File: config.mk
export PLATFORM = sky130hd
export DESIGN_NAME = pipeline_control_flat
export DESIGN_NICKNAME = d
export VERILOG_FILES = /design/src/rtl/pipeline_control_if.sv /design/src/rtl/pipeline_control.sv /design/src/flat_wrapper.sv
export SDC_FILE = /design/constraint.sdc
export NUM_CORES = 1
export LEC_CHECK = 0
export CAP_MARGIN = 15
export CORE_UTILIZATION = 23
export DETAILED_ROUTE_END_ITERATION = 10
export PLACE_DENSITY = 0.55
export SETUP_SLACK_MARGIN = 0.1
export SLEW_MARGIN = 20
export SYNTH_ARGS = -nofsm -noshare
export SYNTH_HDL_FRONTEND = slang
export SYNTH_SLANG_ARGS = --single-unit
File: constraint.sdc
create_clock -name clk -period 3.6 [get_ports clk]
set_input_delay 0.36 -clock clk [delete_from_list [all_inputs] [get_ports clk]]
set_output_delay 0.36 -clock clk [all_outputs]
set_load 0.02 [all_outputs]
File: src/rtl/pipeline_control_if.sv
// ID-stage instruction fields in, hazard/redirect strobes and per-stage pipeline controls out.
interface pipeline_control_if #(
    parameter int REG_ADDR_W = 5,
    parameter int MEM_WE_W   = 4
);
    logic                  id_valid;
    logic [5:0]            id_opcode;
    logic [5:0]            id_funct;
    logic [REG_ADDR_W-1:0] id_rs;
    logic [REG_ADDR_W-1:0] id_rt;
    logic [REG_ADDR_W-1:0] id_rd;
    logic                  id_equal;

    logic                  stall;
    logic                  flush;
    logic                  jump;
    logic                  jump_sel;
    logic [3:0]            ex_alu_op;
    logic                  ex_alu_a_sel;
    logic                  ex_alu_b_sel;
    logic [1:0]            ex_fwd_a_sel;
    logic [1:0]            ex_fwd_b_sel;
    logic                  ex_illegal;
    logic [MEM_WE_W-1:0]   mem_we;
    logic                  wb_reg_d_we;
    logic [REG_ADDR_W-1:0] wb_reg_d_addr;
    logic                  wb_reg_d_data_sel;

    modport slave (
        input  id_valid, id_opcode, id_funct, id_rs, id_rt, id_rd, id_equal,
        output stall, flush, jump, jump_sel,
        output ex_alu_op, ex_alu_a_sel, ex_alu_b_sel, ex_fwd_a_sel, ex_fwd_b_sel, ex_illegal,
        output mem_we, wb_reg_d_we, wb_reg_d_addr, wb_reg_d_data_sel
    );

    modport master (
        output id_valid, id_opcode, id_funct, id_rs, id_rt, id_rd, id_equal,
        input  stall, flush, jump, jump_sel,
        input  ex_alu_op, ex_alu_a_sel, ex_alu_b_sel, ex_fwd_a_sel, ex_fwd_b_sel, ex_illegal,
        input  mem_we, wb_reg_d_we, wb_reg_d_addr, wb_reg_d_data_sel
    );
endinterface

File: src/rtl/pipeline_control.sv
// 5-stage pipeline control: ID decode, ID/EX-EX/MEM-MEM/WB control registers, hazard and redirect logic.
// Define PIPELINE_FORWARD_EN to enable operand forwarding (otherwise writers stall readers until WB).
module pipeline_control #(
    parameter int REG_ADDR_W = 5,
    parameter int MEM_WE_W   = 4
) (
    input  logic              clk,
    input  logic              rst_n,
    pipeline_control_if.slave bus
);
    localparam logic [5:0] OPCODE_R    = 6'h00;
    localparam logic [5:0] OPCODE_J    = 6'h02;
    localparam logic [5:0] OPCODE_BEQ  = 6'h04;
    localparam logic [5:0] OPCODE_BNE  = 6'h05;
    localparam logic [5:0] OPCODE_ADDI = 6'h08;
    localparam logic [5:0] OPCODE_LW   = 6'h23;
    localparam logic [5:0] OPCODE_SW   = 6'h2B;

    localparam logic [5:0] FUNCT_SLL = 6'h00;
    localparam logic [5:0] FUNCT_SRL = 6'h02;
    localparam logic [5:0] FUNCT_SRA = 6'h03;
    localparam logic [5:0] FUNCT_ADD = 6'h20;
    localparam logic [5:0] FUNCT_SUB = 6'h22;
    localparam logic [5:0] FUNCT_AND = 6'h24;
    localparam logic [5:0] FUNCT_OR  = 6'h25;
    localparam logic [5:0] FUNCT_SLT = 6'h2A;

    localparam logic [3:0] ALU_SLL = 4'd0;
    localparam logic [3:0] ALU_SRL = 4'd1;
    localparam logic [3:0] ALU_SRA = 4'd2;
    localparam logic [3:0] ALU_ADD = 4'd3;
    localparam logic [3:0] ALU_SUB = 4'd4;
    localparam logic [3:0] ALU_AND = 4'd5;
    localparam logic [3:0] ALU_OR  = 4'd6;
    localparam logic [3:0] ALU_SLT = 4'd7;

    localparam logic ALU_A_SEL_SHAMT = 1'b1;
    localparam logic ALU_B_SEL_IMM   = 1'b1;
    localparam logic DATA_SEL_MEM    = 1'b1;

    // ID decode results
    logic [1:0]            used;
    logic                  dec_we;
    logic [REG_ADDR_W-1:0] dec_dest;
    logic [3:0]            dec_alu_op;
    logic                  dec_a_sel;
    logic                  dec_b_sel;
    logic [MEM_WE_W-1:0]   dec_mem_we;
    logic                  dec_data_sel;
    logic                  dec_illegal;
    logic                  is_beq;
    logic                  is_bne;
    logic                  is_j;

    // ID/EX
    logic                  ex_we_reg, ex_we_next;
    logic [REG_ADDR_W-1:0] ex_dest_reg, ex_dest_next;
    logic [3:0]            ex_alu_op_reg, ex_alu_op_next;
    logic                  ex_a_sel_reg, ex_a_sel_next;
    logic                  ex_b_sel_reg, ex_b_sel_next;
    logic [1:0]            ex_fwd_a_reg, ex_fwd_b_reg;
    logic                  ex_illegal_reg, ex_illegal_next;
    logic [MEM_WE_W-1:0]   ex_mem_we_reg, ex_mem_we_next;
    logic                  ex_data_sel_reg, ex_data_sel_next;

    // EX/MEM and MEM/WB
    logic [MEM_WE_W-1:0]   mem_we_reg;
    logic                  mem_reg_we_reg;
    logic [REG_ADDR_W-1:0] mem_dest_reg;
    logic                  mem_data_sel_reg;
    logic                  wb_we_reg;
    logic [REG_ADDR_W-1:0] wb_addr_reg;
    logic                  wb_data_sel_reg;

    logic [REG_ADDR_W-1:0] src [2];
    logic [1:0]            ex_hit;
    logic [1:0]            mem_hit;
    logic [1:0]            fwd_next [2];
    logic                  stall;
    logic                  taken;

    always_comb begin
        used         = 2'b00;
        dec_we       = 1'b0;
        dec_dest     = '0;
        dec_alu_op   = ALU_SLL;
        dec_a_sel    = 1'b0;
        dec_b_sel    = 1'b0;
        dec_mem_we   = '0;
        dec_data_sel = 1'b0;
        dec_illegal  = 1'b0;
        is_beq       = 1'b0;
        is_bne       = 1'b0;
        is_j         = 1'b0;
        if (bus.id_valid) begin
            unique case (bus.id_opcode)
                OPCODE_R: begin
                    dec_we   = 1'b1;
                    dec_dest = bus.id_rd;
                    used     = 2'b11;
                    unique case (bus.id_funct)
                        FUNCT_ADD: dec_alu_op = ALU_ADD;
                        FUNCT_SUB: dec_alu_op = ALU_SUB;
                        FUNCT_AND: dec_alu_op = ALU_AND;
                        FUNCT_OR:  dec_alu_op = ALU_OR;
                        FUNCT_SLT: dec_alu_op = ALU_SLT;
                        FUNCT_SLL, FUNCT_SRL, FUNCT_SRA: begin
                            // Shifts take shamt on A; rs is not a source.
                            used      = 2'b10;
                            dec_a_sel = ALU_A_SEL_SHAMT;
                            dec_alu_op = (bus.id_funct == FUNCT_SLL) ? ALU_SLL :
                                         (bus.id_funct == FUNCT_SRL) ? ALU_SRL : ALU_SRA;
                        end
                        default: begin
                            used        = 2'b00;
                            dec_we      = 1'b0;
                            dec_dest    = '0;
                            dec_illegal = 1'b1;
                        end
                    endcase
                end
                OPCODE_ADDI, OPCODE_LW: begin
                    used         = 2'b01;
                    dec_we       = 1'b1;
                    dec_dest     = bus.id_rt;
                    dec_alu_op   = ALU_ADD;
                    dec_b_sel    = ALU_B_SEL_IMM;
                    dec_data_sel = (bus.id_opcode == OPCODE_LW) ? DATA_SEL_MEM : 1'b0;
                end
                OPCODE_SW: begin
                    used       = 2'b11;
                    dec_alu_op = ALU_ADD;
                    dec_b_sel  = ALU_B_SEL_IMM;
                    dec_mem_we = {MEM_WE_W{1'b1}};
                end
                OPCODE_BEQ: begin
                    used   = 2'b11;
                    is_beq = 1'b1;
                end
                OPCODE_BNE: begin
                    used   = 2'b11;
                    is_bne = 1'b1;
                end
                OPCODE_J: is_j = 1'b1;
                default:  dec_illegal = 1'b1;
            endcase
        end
    end

    assign src[0] = bus.id_rs;
    assign src[1] = bus.id_rt;

    // Index 0 tracks rs (operand A), index 1 tracks rt (operand B); $0 never matches.
    genvar gi;
    generate
        for (gi = 0; gi < 2; gi++) begin : g_src
            assign ex_hit[gi]  = used[gi] && ex_we_reg && (ex_dest_reg != '0) && (ex_dest_reg == src[gi]);
            assign mem_hit[gi] = used[gi] && mem_reg_we_reg && (mem_dest_reg != '0) && (mem_dest_reg == src[gi]);
`ifdef PIPELINE_FORWARD_EN
            assign fwd_next[gi] = stall      ? 2'd0 :
                                  ex_hit[gi]  ? 2'd1 :
                                  mem_hit[gi] ? 2'd2 : 2'd0;
`else
            assign fwd_next[gi] = 2'd0;
`endif
        end
    endgenerate

`ifdef PIPELINE_FORWARD_EN
    logic load_use;
    logic branch_hazard;
    // Branches compare in ID, so an ALU result still in EX or a load still in MEM is not yet usable.
    assign load_use      = ex_data_sel_reg && (|ex_hit);
    assign branch_hazard = (is_beq || is_bne) && ((|ex_hit) || (mem_data_sel_reg && (|mem_hit)));
    assign stall         = load_use || branch_hazard;
`else
    assign stall = (|ex_hit) || (|mem_hit);
`endif

    assign taken = is_j || (is_beq && bus.id_equal) || (is_bne && !bus.id_equal);

    assign bus.stall    = stall;
    assign bus.jump     = taken && !stall;
    assign bus.flush    = taken && !stall;
    assign bus.jump_sel = is_j;

    always_comb begin
        ex_we_next       = dec_we;
        ex_dest_next     = dec_dest;
        ex_alu_op_next   = dec_alu_op;
        ex_a_sel_next    = dec_a_sel;
        ex_b_sel_next    = dec_b_sel;
        ex_illegal_next  = dec_illegal;
        ex_mem_we_next   = dec_mem_we;
        ex_data_sel_next = dec_data_sel;
        if (stall) begin
            ex_we_next       = 1'b0;
            ex_dest_next     = '0;
            ex_alu_op_next   = ALU_SLL;
            ex_a_sel_next    = 1'b0;
            ex_b_sel_next    = 1'b0;
            ex_illegal_next  = 1'b0;
            ex_mem_we_next   = '0;
            ex_data_sel_next = 1'b0;
        end
    end

    always_ff @(posedge clk) begin
        if (!rst_n) begin
            ex_we_reg        <= 1'b0;
            ex_dest_reg      <= '0;
            ex_alu_op_reg    <= ALU_SLL;
            ex_a_sel_reg     <= 1'b0;
            ex_b_sel_reg     <= 1'b0;
            ex_fwd_a_reg     <= 2'd0;
            ex_fwd_b_reg     <= 2'd0;
            ex_illegal_reg   <= 1'b0;
            ex_mem_we_reg    <= '0;
            ex_data_sel_reg  <= 1'b0;
            mem_we_reg       <= '0;
            mem_reg_we_reg   <= 1'b0;
            mem_dest_reg     <= '0;
            mem_data_sel_reg <= 1'b0;
            wb_we_reg        <= 1'b0;
            wb_addr_reg      <= '0;
            wb_data_sel_reg  <= 1'b0;
        end else begin
            ex_we_reg        <= ex_we_next;
            ex_dest_reg      <= ex_dest_next;
            ex_alu_op_reg    <= ex_alu_op_next;
            ex_a_sel_reg     <= ex_a_sel_next;
            ex_b_sel_reg     <= ex_b_sel_next;
            ex_fwd_a_reg     <= fwd_next[0];
            ex_fwd_b_reg     <= fwd_next[1];
            ex_illegal_reg   <= ex_illegal_next;
            ex_mem_we_reg    <= ex_mem_we_next;
            ex_data_sel_reg  <= ex_data_sel_next;
            mem_we_reg       <= ex_mem_we_reg;
            mem_reg_we_reg   <= ex_we_reg;
            mem_dest_reg     <= ex_dest_reg;
            mem_data_sel_reg <= ex_data_sel_reg;
            wb_we_reg        <= mem_reg_we_reg;
            wb_addr_reg      <= mem_dest_reg;
            wb_data_sel_reg  <= mem_data_sel_reg;
        end
    end

    assign bus.ex_alu_op         = ex_alu_op_reg;
    assign bus.ex_alu_a_sel      = ex_a_sel_reg;
    assign bus.ex_alu_b_sel      = ex_b_sel_reg;
    assign bus.ex_fwd_a_sel      = ex_fwd_a_reg;
    assign bus.ex_fwd_b_sel      = ex_fwd_b_reg;
    assign bus.ex_illegal        = ex_illegal_reg;
    assign bus.mem_we            = mem_we_reg;
    assign bus.wb_reg_d_we       = wb_we_reg;
    assign bus.wb_reg_d_addr     = wb_addr_reg;
    assign bus.wb_reg_d_data_sel = wb_data_sel_reg;
endmodule
File: src/flat_wrapper.sv
// flat-port wrapper written by rule: the top's interface ports become plain ports
module pipeline_control_flat 
#(
    parameter int REG_ADDR_W = 5,
    parameter int MEM_WE_W   = 4
)
  (clk, rst_n, bus_id_valid, bus_id_opcode, bus_id_funct, bus_id_rs, bus_id_rt, bus_id_rd, bus_id_equal, bus_stall, bus_flush, bus_jump, bus_jump_sel, bus_ex_alu_op, bus_ex_alu_a_sel, bus_ex_alu_b_sel, bus_ex_fwd_a_sel, bus_ex_fwd_b_sel, bus_ex_illegal, bus_mem_we, bus_wb_reg_d_we, bus_wb_reg_d_addr, bus_wb_reg_d_data_sel);
  pipeline_control_if #(.REG_ADDR_W(REG_ADDR_W), .MEM_WE_W(MEM_WE_W)) bus_i ();
  input  logic clk;
  input  logic rst_n;
  input wire logic [$bits(bus_i.id_valid)-1:0] bus_id_valid;
  input wire logic [$bits(bus_i.id_opcode)-1:0] bus_id_opcode;
  input wire logic [$bits(bus_i.id_funct)-1:0] bus_id_funct;
  input wire logic [$bits(bus_i.id_rs)-1:0] bus_id_rs;
  input wire logic [$bits(bus_i.id_rt)-1:0] bus_id_rt;
  input wire logic [$bits(bus_i.id_rd)-1:0] bus_id_rd;
  input wire logic [$bits(bus_i.id_equal)-1:0] bus_id_equal;
  output wire logic [$bits(bus_i.stall)-1:0] bus_stall;
  output wire logic [$bits(bus_i.flush)-1:0] bus_flush;
  output wire logic [$bits(bus_i.jump)-1:0] bus_jump;
  output wire logic [$bits(bus_i.jump_sel)-1:0] bus_jump_sel;
  output wire logic [$bits(bus_i.ex_alu_op)-1:0] bus_ex_alu_op;
  output wire logic [$bits(bus_i.ex_alu_a_sel)-1:0] bus_ex_alu_a_sel;
  output wire logic [$bits(bus_i.ex_alu_b_sel)-1:0] bus_ex_alu_b_sel;
  output wire logic [$bits(bus_i.ex_fwd_a_sel)-1:0] bus_ex_fwd_a_sel;
  output wire logic [$bits(bus_i.ex_fwd_b_sel)-1:0] bus_ex_fwd_b_sel;
  output wire logic [$bits(bus_i.ex_illegal)-1:0] bus_ex_illegal;
  output wire logic [$bits(bus_i.mem_we)-1:0] bus_mem_we;
  output wire logic [$bits(bus_i.wb_reg_d_we)-1:0] bus_wb_reg_d_we;
  output wire logic [$bits(bus_i.wb_reg_d_addr)-1:0] bus_wb_reg_d_addr;
  output wire logic [$bits(bus_i.wb_reg_d_data_sel)-1:0] bus_wb_reg_d_data_sel;
  assign bus_i.id_valid = bus_id_valid;
  assign bus_i.id_opcode = bus_id_opcode;
  assign bus_i.id_funct = bus_id_funct;
  assign bus_i.id_rs = bus_id_rs;
  assign bus_i.id_rt = bus_id_rt;
  assign bus_i.id_rd = bus_id_rd;
  assign bus_i.id_equal = bus_id_equal;
  assign bus_stall = bus_i.stall;
  assign bus_flush = bus_i.flush;
  assign bus_jump = bus_i.jump;
  assign bus_jump_sel = bus_i.jump_sel;
  assign bus_ex_alu_op = bus_i.ex_alu_op;
  assign bus_ex_alu_a_sel = bus_i.ex_alu_a_sel;
  assign bus_ex_alu_b_sel = bus_i.ex_alu_b_sel;
  assign bus_ex_fwd_a_sel = bus_i.ex_fwd_a_sel;
  assign bus_ex_fwd_b_sel = bus_i.ex_fwd_b_sel;
  assign bus_ex_illegal = bus_i.ex_illegal;
  assign bus_mem_we = bus_i.mem_we;
  assign bus_wb_reg_d_we = bus_i.wb_reg_d_we;
  assign bus_wb_reg_d_addr = bus_i.wb_reg_d_addr;
  assign bus_wb_reg_d_data_sel = bus_i.wb_reg_d_data_sel;
  pipeline_control #(.REG_ADDR_W(REG_ADDR_W), .MEM_WE_W(MEM_WE_W)) u_core (.clk(clk), .rst_n(rst_n), .bus(bus_i));
endmodule
# ---- Yosys cells after proc, flatten, opt, wreduce, memory -nomap -nowiden
# Index checks and enable logic that the tools add are counted.
dict set report word_totals {
  ff_bits 36
  input_bits 31
  output_inout_bits 26
  elab_cells 95
}
dict set report classes {
  eq_ne 17
  mux 23
  bitwise_logic 4
  reduce_logical 36
}
# cell n
set op_table {}
lappend op_table {{6-bit equality test (second input constant)} 7}
lappend op_table {{4-bit case mux with 6 select lines} 1}
lappend op_table {{5-bit equality test} 4}
lappend op_table {{6-bit by 2-bit equality test with 1-bit output (second input constant)} 3}
lappend op_table {{1-bit logical AND} 15}
lappend op_table {{6-bit by 3-bit equality test with 1-bit output (second input constant)} 2}
lappend op_table {{6-bit zero test} 2}
lappend op_table {{3-bit OR reduction} 4}
lappend op_table {{1-bit 2-to-1 mux} 11}
lappend op_table {{5-bit case mux with 2 select lines} 1}
lappend op_table {{5-bit nonzero test} 2}
lappend op_table {{4-bit 2-to-1 mux} 2}
lappend op_table {{4-bit case mux with 2 select lines} 1}
lappend op_table {{4-bit OR reduction} 2}
lappend op_table {{8-bit OR reduction} 1}
lappend op_table {{6-bit by 4-bit equality test with 1-bit output (second input constant)} 1}
lappend op_table {{2-bit case mux with 3 select lines} 1}
lappend op_table {{2-bit OR reduction} 3}
lappend op_table {{6-bit OR reduction} 1}
lappend op_table {{5-bit 2-to-1 mux} 1}
lappend op_table {{5-bit OR reduction} 1}
lappend op_table {{2-bit 2-to-1 mux} 2}
lappend op_table {{1-bit inverter} 4}
lappend op_table {{1-bit case mux with 2 select lines} 2}
lappend op_table {{other kinds (3)} 6}

# ---- Logic depth before layout (Yosys ltp)
# Gate-level depths: netlist of run 1.
dict set report depth {
  word_depth 12
  depth_mapped 8
  depth_no_buf 5
}

# ---- Worst setup path before layout of run 1
# No wires, ideal clock.
dict set report synth_path {
  path_kind {input to output}
  start {input bus_id_funct[1]}
  end {output bus_jump}
  t_arrival_ns 2.398
  required_time_ns 3.240
  path_slack_ns 0.842
  path_stages 8
  n_path_buf 3
  cell_sequence {clkbuf_1 > nor3b_1 > o21ai_0 > a21oi_4 > o22a_4 > buf_12 > nor3_1 > buf_4}
}
dict set report synth_between {
  elab_chain_len 12
  word_cells_on_any_way 30
  classes_between {7 x eq/ne; 3 x mux; 20 x reduce/logical}
}
# element line_no
set synth_rtl {}
lappend synth_rtl {{from (decl)} flat_wrapper.sv:13} ;# input wire logic [$bits(bus_i.id_funct)-1:0] bus_id_funct;
lappend synth_rtl {{6-bit equality test, or another cell as far along} pipeline_control.sv:101} ;# unique case (bus.id_funct)
lappend synth_rtl {{5-bit OR reduction (no line) or 3-bit OR reduction (tied branches)} --}
lappend synth_rtl {{2-bit case mux with 2 select lines *} pipeline_control.sv:101}
lappend synth_rtl {{2-bit case mux with 3 select lines *} pipeline_control.sv:96} ;# unique case (bus.id_opcode)
lappend synth_rtl {{2-bit 2-to-1 mux *} pipeline_control.sv:95} ;# if (bus.id_valid) begin
lappend synth_rtl {{1-bit logical AND, on equally long branches (3 in a row)} {pipeline_control.sv:157, pipeline_control.sv:158}}
lappend synth_rtl {{2-bit OR reduction} pipeline_control.sv:177} ;# assign stall = (|ex_hit) || (|mem_hit);
lappend synth_rtl {{1-bit logical OR *} pipeline_control.sv:177}
lappend synth_rtl {{1-bit zero test *} --}
lappend synth_rtl {{1-bit logical AND *} --}
lappend synth_rtl {{to (decl)} flat_wrapper.sv:20} ;# output wire logic [$bits(bus_i.jump)-1:0] bus_jump;
# Mark *: on every way between the ends. The rest lies on a longest branch, timed or not.

# ---- Final worst setup path of run 1
dict set report layout_path {
  start {input bus_id_opcode[0]}
  end {output bus_stall}
}
dict set report layout_between {
  elab_chain_len 9
  word_cells_on_any_way 25
  classes_between {5 x eq/ne; 2 x mux; 18 x reduce/logical}
}
# element line_no
set layout_rtl {}
lappend layout_rtl {{from (decl)} flat_wrapper.sv:12} ;# input wire logic [$bits(bus_i.id_opcode)-1:0] bus_id_opcode;
lappend layout_rtl {{6-bit equality test, or another cell as far along} pipeline_control.sv:96}
lappend layout_rtl {{3-bit OR reduction (no line) or 2-bit OR reduction (tied branches)} --}
lappend layout_rtl {{2-bit case mux with 3 select lines *} pipeline_control.sv:96}
lappend layout_rtl {{2-bit 2-to-1 mux *} pipeline_control.sv:95}
lappend layout_rtl {{1-bit logical AND, on equally long branches (3 in a row)} {pipeline_control.sv:157, pipeline_control.sv:158}}
lappend layout_rtl {{2-bit OR reduction} pipeline_control.sv:177}
lappend layout_rtl {{1-bit logical OR *} pipeline_control.sv:177}
lappend layout_rtl {{to (decl)} flat_wrapper.sv:18} ;# output wire logic [$bits(bus_i.stall)-1:0] bus_stall;
# Marked as above.

==> results.txt, run 1 <==
Max Cap Viol -> 0
area grow syn2layout -> 40.5%
routability cong. -> 0.845
worst setup margin -> 296 ps
R2R depth -> 6
Mapped Area -> 1650 µm²
Resize count post-CTS -> 0
CTS HTree Levels -> 2
Clock Sinks -> 29
Die Y-Extent -> 86.8 µm
number of synthesized flops with an enable pin -> 0
vias in the first global route -> 1309
Avg Cell Area, Syn -> 9.24 µm²
post-route insts no fill -> 327
Setup Viol. Count Final -> 0
synthesis warning total -> 0
Setup CP Type -> in2out
Fin Hold WS -> 432 ps
Hold Path Cell Cnt -> 1
Routed Antenna Nets -> 0
register area share after synthesis -> 35.1%
PortBufs -> 51
placed cells -> 319
Core Area -> 6870 µm²
all-layer global routing usage -> 11.6%
Syn Inst Count -> 179
power per cell area -> 359 nW/µm²
Unique masters post-synth -> 41
Final Max Slew Viols -> 0
drt drc -> 0
Die Span X -> 86.8 µm
GR Overflow Total -> 0
first-pass GRT wire length -> 6.65 mm
Post-synth top flop -> dfxtp_1
antenna violations before repair -> 0
top cells by count, synth -> dfxtp_1 (29), and2_1 (16), nor4_1 (13), xnor2_1 (13), buf_4 (10)
clock tree buffer depth -> 2
Starting DRT DRC Count -> 70
Via Count -> 1415
Rel. slew slack -> 58.4%
dpl cell area -> 2190 µm²
Data required, critical path -> 3240 ps
total power -> 834 µW
Critical Path AT -> 2940 ps
fin crit period -> 3300 ps
Final Core Density -> 33.8%
wire per inst -> 12.2 µm
top-count cell post-synth -> dfxtp_1
post-route setup TNS -> 0 ps
Tcrit/Tclk final -> 91.8%
Die Area -> 7540 µm²
RSZ-0062 raised after global routing -> no
Pre-antenna DRT Iters -> 4
startpoint types -> input pin
status -> finished clean
f_max -> 303 MHz
Starting Density -> 24.1%
std cell rows -> 30
# hold bufs at CTS -> 0
Ports -> 57
final hold violation count -> 0
peak supply drop -> 0.000187 V
Fin Clk Skew -> 6.41 ps
leak pwr -> 0.822 nW
top cell type's share of synthesized area -> 35.1%
Async SR Flop Fraction -> 0%
CTS tree -> built
DP HPWL -> 3.13 mm
share of cells above drive strength 1 -> 11.7%
flops & latches, synth -> 29
largest net degree at the start of global routing -> 18
CTS root buf -> clkbuf_8
worst skew pair latency -> 290 ps
Max FO, Critical Path -> 4
Final Net Count -> 261
Hold WC Path Type -> reg2reg
DP Worst Slack -> 258 ps
Clock transition at path regs -> 60 ps
Antenna diodes -> 0
post-CTS setup buffer count -> 0
cell taking the most area after synthesis -> dfxtp_1
Setup crit end kind -> primary output
final instance area -> 2320 µm²
post-DR vias/cell -> 4.33
Worst-Margin Slew -> 620 ps
top cells by area, synth -> dfxtp_1 (35%), xnor2_1 (6.9%), and2_1 (6.1%)
Inserted Clock Buffers -> 5
routed wire length -> 3.99 mm
-- power breakdown --
part	internal, mW	switching [mW]
registers	0.322	0.000828
clock network	0.275	0.130
logic	0.0552	0.0503
-- worst max-delay path: stages --
cell             delay [ps]
clkdlybuf4s50_1         410
or4_4                   550
or4_4                   470
nor3_1                  240
o22a_2                  220
a21o_1                  100
clkdlybuf4s50_1         590
-- cells by family after synthesis --
logic type                share of synthesized area, %
xor gates and xnor gates                          11.1
other                                            0.227
muxes                                             1.21
DFF                                               35.1
buffers and inverters                             11.0
and+or+nand+nor                                   27.8
AOI/OAI and AO/OA                                 13.5
-- path summary, 6_finish.rpt --
path                                  endpoint  slack, ps                     from
setup / recovery                     bus_stall        300         bus_id_opcode[0]
hold / removal    u_core.bus.wb_reg_d_data_sel        430  u_core.mem_data_sel_reg
setup reg to reg        u_core.ex_data_sel_reg       1500    u_core.ex_dest_reg[0]
hold reg to reg   u_core.bus.wb_reg_d_data_sel        430  u_core.mem_data_sel_reg
-- per-layer routing --
metal  global-route usage (%)  wire length (µm)  vias to the layer above
met5                        0                 0                        -
met3                     3.52               259                        7
met2                     17.0              1680                       42
met4                     4.09                61                        0
li1                         -                 -                      735
met1                     16.0              1990                      631
-- cell usage in the layout (no fill, tap or decap), drive strengths merged, types with 2 or more instances in the layout --
cell type / count
clkbuf: 5
conb: 5
or4b: 2
nor3: 6
nor4b: 4
a211oi: 4
or3: 2
nand2: 5
dfxtp: 29
buf: 8
mux2i: 2
or4: 4
bufinv: 2
nand3: 7
nor2: 6
clkdlybuf4s50: 51
a22oi: 5
inv: 3
o21ai: 8
a21oi: 6
xnor2: 13
nor4: 13
nor3b: 3
and2: 16
o22a: 2
xor2: 8
-- area by class of cell --
type                       count  area, µm²
multi-input combinational    132        907
sequential                    29        581
inverter                       3       11.3
timing repair buffer          59        571
fill                         727       4550
clock buffer                   5       68.8
clock inverter                 3       65.1
tap                           96        120
Note: power is estimated with default switching activity, not from simulation.
==> run 2, diff against run 1 <==
--- a/config.mk
+++ b/config.mk
@@ -8,6 +8,7 @@
 export CAP_MARGIN = 15
 export CORE_UTILIZATION = 23
 export DETAILED_ROUTE_END_ITERATION = 10
+export GPL_ROUTABILITY_DRIVEN = 1
 export PLACE_DENSITY = 0.55
 export SETUP_SLACK_MARGIN = 0.1
 export SLEW_MARGIN = 20
==> results of run 2 <==
No change in the layout: final DEF, timing and power equal those of run 1.
==> run 3, diff against run 2 <==
--- a/config.mk
+++ b/config.mk
@@ -8,7 +8,7 @@
 export CAP_MARGIN = 15
 export CORE_UTILIZATION = 23
 export DETAILED_ROUTE_END_ITERATION = 10
-export GPL_ROUTABILITY_DRIVEN = 1
+export GPL_ROUTABILITY_DRIVEN = 0
 export PLACE_DENSITY = 0.55
 export SETUP_SLACK_MARGIN = 0.1
 export SLEW_MARGIN = 20
==> constraint.sdc (replaced) <==
create_clock -name clk -period 3.2 [get_ports clk]
set_input_delay 0.32 -clock clk [delete_from_list [all_inputs] [get_ports clk]]
set_output_delay 0.32 -clock clk [all_outputs]
set_load 0.02 [all_outputs]
==> results.txt, run 3 (same netlist as run 1, synthesis figures left out) <==
CTS HTree Levels -> 2
final hold violation count -> 0
area grow syn2layout -> 41.2%
Final Net Count -> 270
Pre-antenna DRT Iters -> 4
std cell rows -> 30
Setup crit end kind -> primary output
first-pass GRT wire length -> 6.66 mm
Final Max Slew Viols -> 0
DP HPWL -> 3.31 mm
CTS root buf -> clkbuf_8
Rel. slew slack -> 64.2%
worst setup margin -> 324 ps
Clock transition at path regs -> 60 ps
crit path to -> bus_stall
power per cell area -> 329 nW/µm²
commonest non-fill, non-tap cell in the layout -> clkdlybuf4s50_1
largest net degree at the start of global routing -> 18
leak pwr -> 0.857 nW
post-DR vias/cell -> 4.45
Data required, critical path -> 2880 ps
Worst-Margin Slew -> 533 ps
Clock power frac -> 36.5%
Inserted Clock Buffers -> 5
Hold WC Path Type -> reg2reg
startpoint types -> input pin
Die Span X -> 86.8 µm
Fillers -> 726
Via Count -> 1494
vias in the first global route -> 1300
Fin Hold WS -> 433 ps
Reg-to-Reg End -> u_core.bus.ex_alu_b_sel
DP Worst Slack -> 19.3 ps
post-route insts no fill -> 336
Final Core Density -> 34.0%
all-layer global routing usage -> 11.6%
peak supply drop -> 0.000103 V
Routed Antenna Nets -> 0
Die Y-Extent -> 86.8 µm
dpl cell area -> 2260 µm²
routed wire length -> 4.15 mm
RSZ-0062 raised after global routing -> no
Tcrit/Tclk final -> 89.9%
Core Area -> 6870 µm²
drt drc -> 0
Starting DRT DRC Count -> 73
post-route setup TNS -> 0 ps
Setup CP Type -> in2out
placed cells -> 328
Multi-input gate area -> 907 µm²
GR Overflow Total -> 0
Seq pwr share -> 47.3%
Fin Clk Skew -> 5.33 ps
Power Internal -> 579 µW
final instance area -> 2340 µm²
PortBufs -> 51
Switching Power -> 189 µW
total power -> 769 µW
worst skew pair latency -> 280 ps
fin crit period -> 2880 ps
R2R depth -> 6
Register Area -> 581 µm²
Critical Path AT -> 2560 ps
most frequent cells in the layout -> clkdlybuf4s50_1 (48), dfxtp_1 (29), buf_4 (17)
Ports -> 57
R2R Path Start -> u_core.mem_dest_reg[0]
status -> finished clean
f_max -> 348 MHz
Antenna diodes -> 0
share of cells above drive strength 1 -> 14.6%
antenna violations before repair -> 0
Starting Density -> 24.1%
Clock Sinks -> 29
switching share of power -> 24.6%
CTS tree -> built
Gate power share -> 16.2%
wire per inst -> 12.3 µm
Setup Viol. Count Final -> 0
# hold bufs at CTS -> 0
Critical Path Start -> bus_id_opcode[0]
Max Cap Viol -> 0
clock tree buffer depth -> 2
Max FO, Critical Path -> 4
r2r setup slk -> 1020 ps
Die Area -> 7540 µm²
-- run 3: power groups by stage --
stage | combinational (mW) | clock [mW] | sequential (mW)
2_1_floorplan | 0.0611 | 0 | 0.373
3_3_place_gp | 0.124 | 0 | 0.372
3_5_place_dp | 0.124 | 0 | 0.372
4_1_cts | 0.125 | 0.289 | 0.364
5_1_grt | 0.135 | 0.307 | 0.364
6_report | 0.125 | 0.281 | 0.364
-- run 3: what timing repair did --
action	CTS	global route
setup endpoints to repair	3	0
resized for setup	3	0
setup buffers	0	0
-- run 3: worst max-delay path, stage by stage --
cell and delay (ps):
clkdlybuf4s50_1 420, or4_4 540, or4_4 470, nor3_1 190, o22a_2 190, a21o_1 90, dlygate4sd2_1 330
-- run 3: metal layers --
layer | wire (µm) | GRT usage (%) | part of all wire [%] | vias up
met5 | 0 | 0 | 0 | -
met4 | 55 | 3.64 | 1.3 | 0
li1 | - | - | - | 754
met2 | 1800 | 17.8 | 43 | 60
met3 | 357 | 3.43 | 8.6 | 7
met1 | 1940 | 15.6 | 47 | 673
-- run 3: final cells by class --
class | instances | share of cell area, %
inverters | 3 | 0.482
clock buffers | 6 | 3.11
flip-flops and latches | 29 | 24.9
repair buffers | 68 | 27.2
multi-input cells | 132 | 38.8
well taps | 96 | 5.14
clock inverters | 2 | 0.428
-- run 3: worst min-delay path by stage --
stage                       startpoint                           end  slack, ps  cells after the start
2_1_floorplan  u_core.ex_mem_we_reg[2]          u_core.bus.mem_we[2]        410                      1
3_3_place_gp   u_core.mem_data_sel_reg  u_core.bus.wb_reg_d_data_sel        420                      1
3_5_place_dp    u_core.ex_data_sel_reg       u_core.mem_data_sel_reg        420                      1
4_1_cts         u_core.ex_data_sel_reg       u_core.mem_data_sel_reg        430                      1
5_1_grt         u_core.ex_data_sel_reg       u_core.mem_data_sel_reg        450                      1
6_report       u_core.mem_data_sel_reg  u_core.bus.wb_reg_d_data_sel        430                      1
